### config.mk
export PLATFORM = sky130hd
export DESIGN_NAME = execute_stage_mc
export DESIGN_NICKNAME = d
export VERILOG_FILES = /design/src/rtl/execute_stage_mc.sv
export SDC_FILE = /design/constraint.sdc
export NUM_CORES = 2
export LEC_CHECK = 0
export BUFFER_PORTS_ARGS = -buffer_cell sky130_fd_sc_hd__buf_2
export CAP_MARGIN = 20
export CELL_PAD_IN_SITES_DETAIL_PLACEMENT = 0
export CELL_PAD_IN_SITES_GLOBAL_PLACEMENT = 2
export CORE_ASPECT_RATIO = 0.8
export CORE_MARGIN = 10
export CORE_UTILIZATION = 36
export DETAILED_ROUTE_END_ITERATION = 8
export PLACE_DENSITY_LB_ADDON = 0.1
export SKIP_LAST_GASP = 1
export SLEW_MARGIN = 30
export SYNTH_ARGS = -nofsm -noshare
export SYNTH_HDL_FRONTEND = slang
export SYNTH_SLANG_ARGS = --single-unit
### constraint.sdc
create_clock -name clk -period 22.9 [get_ports clk]
set_input_delay 4.58 -clock clk [delete_from_list [all_inputs] [get_ports clk]]
set_output_delay 4.58 -clock clk [all_outputs]
set_load 0.05 [all_outputs]
### src/rtl/execute_stage_mc.sv
// LEGv8 execute stage with handshaked EX/MEM slot and an iterative
// radix-2 shift-add multiplier.
module execute_stage_mc #(
   parameter int N        = 64,
   parameter int BR_SHIFT = 2
) (
   input  logic         clk,
   input  logic         reset,
   input  logic         valid_E,
   output logic         ready_E,
   input  logic [1:0]   AluSrc,
   input  logic [3:0]   AluControl,
   input  logic         MulOp,
   input  logic [N-1:0] PC_E,
   input  logic [N-1:0] signImm_E,
   input  logic [N-1:0] readData1_E,
   input  logic [N-1:0] readData2_E,
   input  logic [N-1:0] readData3_E,
   input  logic         ready_M,
   output logic         valid_M,
   output logic [N-1:0] PCBranch_M,
   output logic [N-1:0] aluResult_M,
   output logic [N-1:0] writeData_M,
   output logic         zero_M,
   output logic         busy
);

   localparam int CW = (N > 1) ? $clog2(N) : 1;

   typedef enum logic [0:0] {
      IDLE,
      MUL
   } state_t;

   state_t         state_q, state_d;
   logic [CW-1:0]  cnt_q, cnt_d;
   logic [N-1:0]   acc_q, acc_d;
   logic [N-1:0]   a_q, a_d;
   logic [N-1:0]   b_q, b_d;
   logic [N-1:0]   pcb_q, pcb_d;
   logic [N-1:0]   wd_q, wd_d;

   logic           valid_q, valid_d;
   logic [N-1:0]   pcbm_q, pcbm_d;
   logic [N-1:0]   alu_q, alu_d;
   logic [N-1:0]   wdm_q, wdm_d;
   logic           zero_q, zero_d;
   logic           busy_q, busy_d;

   logic [N-1:0]   b_mux;
   logic [N-1:0]   alu_res;
   logic [N-1:0]   pcb_in;
   logic [N-1:0]   step_add;
   logic [N-1:0]   acc_nxt;
   logic           accept;
   logic           last;

   assign ready_E = (state_q == IDLE) && (!valid_q || ready_M);
   assign accept  = valid_E && ready_E;
   assign last    = (cnt_q == CW'(N - 1));

   always_comb begin
      b_mux = readData3_E;
      case (AluSrc)
         2'b00:   b_mux = readData2_E;
         2'b01:   b_mux = signImm_E;
         default: b_mux = readData3_E;
      endcase
   end

   always_comb begin
      alu_res = '0;
      case (AluControl)
         4'b0000: alu_res = readData1_E & b_mux;
         4'b0001: alu_res = readData1_E | b_mux;
         4'b0010: alu_res = readData1_E + b_mux;
         4'b0110: alu_res = readData1_E - b_mux;
         4'b0111: alu_res = b_mux;
         4'b1100: alu_res = ~(readData1_E | b_mux);
         default: alu_res = '0;
      endcase
   end

   assign pcb_in   = PC_E + (signImm_E << BR_SHIFT);
   assign step_add = b_q[cnt_q] ? (a_q << cnt_q) : '0;
   assign acc_nxt  = acc_q + step_add;

   always_comb begin
      state_d = state_q;
      cnt_d   = cnt_q;
      acc_d   = acc_q;
      a_d     = a_q;
      b_d     = b_q;
      pcb_d   = pcb_q;
      wd_d    = wd_q;
      // a consumed slot empties unless something reloads it below
      valid_d = valid_q && !ready_M;
      pcbm_d  = pcbm_q;
      alu_d   = alu_q;
      wdm_d   = wdm_q;
      zero_d  = zero_q;
      busy_d  = busy_q;
      case (state_q)
         IDLE: begin
            if (accept && MulOp) begin
               a_d     = readData1_E;
               b_d     = b_mux;
               pcb_d   = pcb_in;
               wd_d    = readData2_E;
               acc_d   = '0;
               cnt_d   = '0;
               state_d = MUL;
               busy_d  = 1'b1;
            end else if (accept) begin
               valid_d = 1'b1;
               pcbm_d  = pcb_in;
               alu_d   = alu_res;
               wdm_d   = readData2_E;
               zero_d  = (alu_res == '0);
            end
         end
         MUL: begin
            acc_d = acc_nxt;
            cnt_d = cnt_q + CW'(1);
            if (last) begin
               cnt_d   = '0;
               state_d = IDLE;
               busy_d  = 1'b0;
               valid_d = 1'b1;
               pcbm_d  = pcb_q;
               alu_d   = acc_nxt;
               wdm_d   = wd_q;
               zero_d  = (acc_nxt == '0);
            end
         end
         default: state_d = IDLE;
      endcase
   end

   always_ff @(posedge clk) begin
      if (reset) begin
         state_q <= IDLE;
         cnt_q   <= '0;
         acc_q   <= '0;
         a_q     <= '0;
         b_q     <= '0;
         pcb_q   <= '0;
         wd_q    <= '0;
         valid_q <= 1'b0;
         pcbm_q  <= '0;
         alu_q   <= '0;
         wdm_q   <= '0;
         zero_q  <= 1'b0;
         busy_q  <= 1'b0;
      end else begin
         state_q <= state_d;
         cnt_q   <= cnt_d;
         acc_q   <= acc_d;
         a_q     <= a_d;
         b_q     <= b_d;
         pcb_q   <= pcb_d;
         wd_q    <= wd_d;
         valid_q <= valid_d;
         pcbm_q  <= pcbm_d;
         alu_q   <= alu_d;
         wdm_q   <= wdm_d;
         zero_q  <= zero_d;
         busy_q  <= busy_d;
      end
   end

   assign valid_M     = valid_q;
   assign PCBranch_M  = pcbm_q;
   assign aluResult_M = alu_q;
   assign writeData_M = wdm_q;
   assign zero_M      = zero_q;
   assign busy        = busy_q;

endmodule

==> impl_metrics.tcl <==
set metrics [dict create \
    status "finished, final reports clean" \
    fin_util_pct 41.6 \
    synth_seq_area_share_pct 25.5 \
    cp_common_cell "a21oi_1" \
    min_path_type "register to register" \
    p_comb_share_pct 33.5 \
    p_total_uw 3120 \
    first_pass_iters 6 \
    drv_slew 0 \
    rrSetupSlack_ns 14.52 \
    drt_iter0_markers 5202 \
    max_stage_delay_ns 0.78 \
    p_leak_uw 0.0193 \
    antenna_left 0 \
    synth_area_leaders "dfxtp_1 (26%), nand2_1 (8.6%), a21oi_1 (8.1%)" \
    yosysUniqueCellTypes 90 \
    hold_violations 0 \
    reg2reg_from "cnt_q[1]" \
    min_from "aluResult_M[20]" \
    clockBufferDepth 3 \
    r2r_cells 22 \
    critical_path_class "primary input to register" \
    final_area_um2 46900 \
    coreArea_um2 113000 \
    crit-reg2reg-capture "zero_M" \
    drive_above_1_share_pct 14.7 \
    htreeDepth 2 \
    ys_async_sr_fraction_pct 0 \
    cts.sinks 522 \
    min_to "aluResult_M[20]" \
    arrival_ns 12.51 \
    skew_ns 0.0287 \
    synth-seq-cells 522 \
    cap_violations 0 \
    place_congestion 1.02 \
    antenna_found_initial 44 \
    yosysWarningCount 0 \
    routedWlPerCell_um 29.2 \
    synth_area_per_cell_um2 7.20 \
    synth_top_area_share_pct 25.5 \
    setup_tns_ns 0 \
    switchingPower_uw 1240 \
    gr-total-overflow 0 \
    required_ns 23.48 \
    postCtsResizedCells 0 \
    relSlewSlack_pct 27.6 \
    numPortBuffers 526 \
    yosys.area.top_type "dfxtp_1" \
    syn_to_final_growth_pct 14.6 \
    drc 0 \
    startpoint_type "primary input" \
    start_util_pct 36.3 \
    post-cts-setup-buffers 0 \
    seq_power_share_pct 32.3 \
    worst_path_max_delay_cell "buf_4" \
    vias_per_cell 6.01 \
    root_buffer "clkbuf_16" \
    synth_top_flop_cell "dfxtp_1" \
    end_kind "register" \
    cp_max_fo 50 \
    die_h_um 322 \
    holdWs_ns 0.446 \
    p_per_area_nw_per_um2 66.5 \
    synth_nets 6215 \
    cts_hold_buf 0 \
    die_w_um 397 \
    dieArea_um2 128000 \
    netlist_area_um2 40900 \
    sw_frac_of_total_pct 39.6 \
    synthCells 5690 \
    wirelength_um 220000 \
    max_freq_mhz 83.8 \
    num_rows 110 \
    cts_tree "built" \
    internal_power_uw 1880 \
    tightest_slew_ns 1.09 \
    rsz0062_at_grt "false" \
    yosysMostFrequentCell "nand2_1" \
    period_minus_slack_ns 11.93 \
    cts-buffers-inserted 61 \
    clk_latency_ns 0.70 \
    final_nets 6465 \
    ir_drop_uv 60.3 \
    path_clk_slew_ns 0.07 \
    pwr-share-clk_pct 34.1 \
    ioPinCount 527 \
    grt_pass1_wl_um 310000 \
    synth_edf_count 0 \
    post-route-period-util_pct 52.1 \
    postPlaceCellArea_um2 44600 \
    whs_path_depth 2 \
    yosys-top-cells-count "nand2_1 (935), a21oi_1 (665), nor2_1 (643)" \
    vias 45300 \
    finalSetupViolations 0 \
    grt_pass1_vias 41100 \
    post-dp-hpwl_um 173000 \
    grt_max_degree 189 \
    track_usage_pct 32.6 \
]
[metrics by stage]
stage | setup WS, ns | std cells
2_1_floorplan | 12.59 | 5690
6_report | 10.97 | 7528
5_1_grt | 10.45 | 7519
3_3_place_gp | 9.09 | 7385
3_5_place_dp | 10.44 | 7386
4_1_cts | 11.15 | 7501
[sequential cells by signal, summed over array words and instances (netlist names)]
name / flops
zero_M: 1
b_q: 64
PCBranch_M: 64
aluResult_M: 64
busy: 1
valid_M: 1
pcb_q: 64
cnt_q: 6
a_q: 64
state_q: 1
acc_q: 64
writeData_M: 64
wd_q: 64
[placed cells by master (no fill, tap or decap), types with 65 or more instances in the layout]
master / instances
a211oi_1: 152
a21o_1: 119
a21oi_1: 663
a31oi_1: 66
buf_2: 523
buf_4: 86
dfxtp_1: 517
ha_1: 191
inv_1: 80
mux2i_1: 240
nand2_1: 934
nand3_1: 88
nand4_1: 68
nor2_1: 641
nor3_1: 116
o21ai_0: 288
o21ai_1: 65
xnor2_1: 135
xor2_1: 70
[metal layers]
metal / track usage (%) / routed length, um
met2: 47.2 / 91600
met4: 9.36 / 6360
met3: 7.38 / 20000
met5: 0 / 13
met1: 47.5 / 102000
[critical path, delay by kind of cell]
family	cells	cell delay, ns
adder cells (fa/ha/maj)	2	0.76
XOR/XNOR	2	0.32
AND/OR/NAND/NOR	9	3.03
AO/OA/AOI/OAI	9	2.48
multiplexers	1	0.26
buffers and inverters	2	1.05
[worst max path at each step]
stage                    from               to  slack [ns]  cells after the start
floorplan           AluSrc[0]           zero_M       12.59                     26
global placement    AluSrc[0]           zero_M        9.09                     23
detailed placement  AluSrc[0]  aluResult_M[37]       10.44                     25
CTS                 AluSrc[0]  aluResult_M[37]       11.15                     25
global route        AluSrc[0]  aluResult_M[37]       10.45                     25
finish              AluSrc[0]  aluResult_M[37]       10.97                     25
[logic make-up after synthesis]
group	count (synthesis)	share of synthesized area, %
multiplexers	324	9.09
adder cells (fa/ha/maj)	238	7.06
AND/OR/NAND/NOR	2155	23.1
XOR/XNOR	205	4.39
buffers and inverters	515	4.80
flip-flops	522	25.5
AO/OA/AOI/OAI	1731	26.1
[power groups by stage]
| stage | logic, uW | registers, uW | clock network [uW] |
|---|---|---|---|
| floorplan | 545 | 1120 | 0 |
| global placement | 1020 | 1030 | 0 |
| detailed placement | 1010 | 1030 | 0 |
| CTS | 1020 | 1010 | 1080 |
| global route | 1110 | 1010 | 1110 |
| finish | 1050 | 1010 | 1060 |
[cell type report]
class	count	area [um2]
fillers	12000	65800
repair buffers	616	3380
clock inverters	24	297
flip-flops and latches	522	10500
diodes	24	60.1
multi-input cells	4653	28700
clock buffers	91	1820
inverters	86	327
well taps	1512	1890
Power figures use the tool's default switching activity.
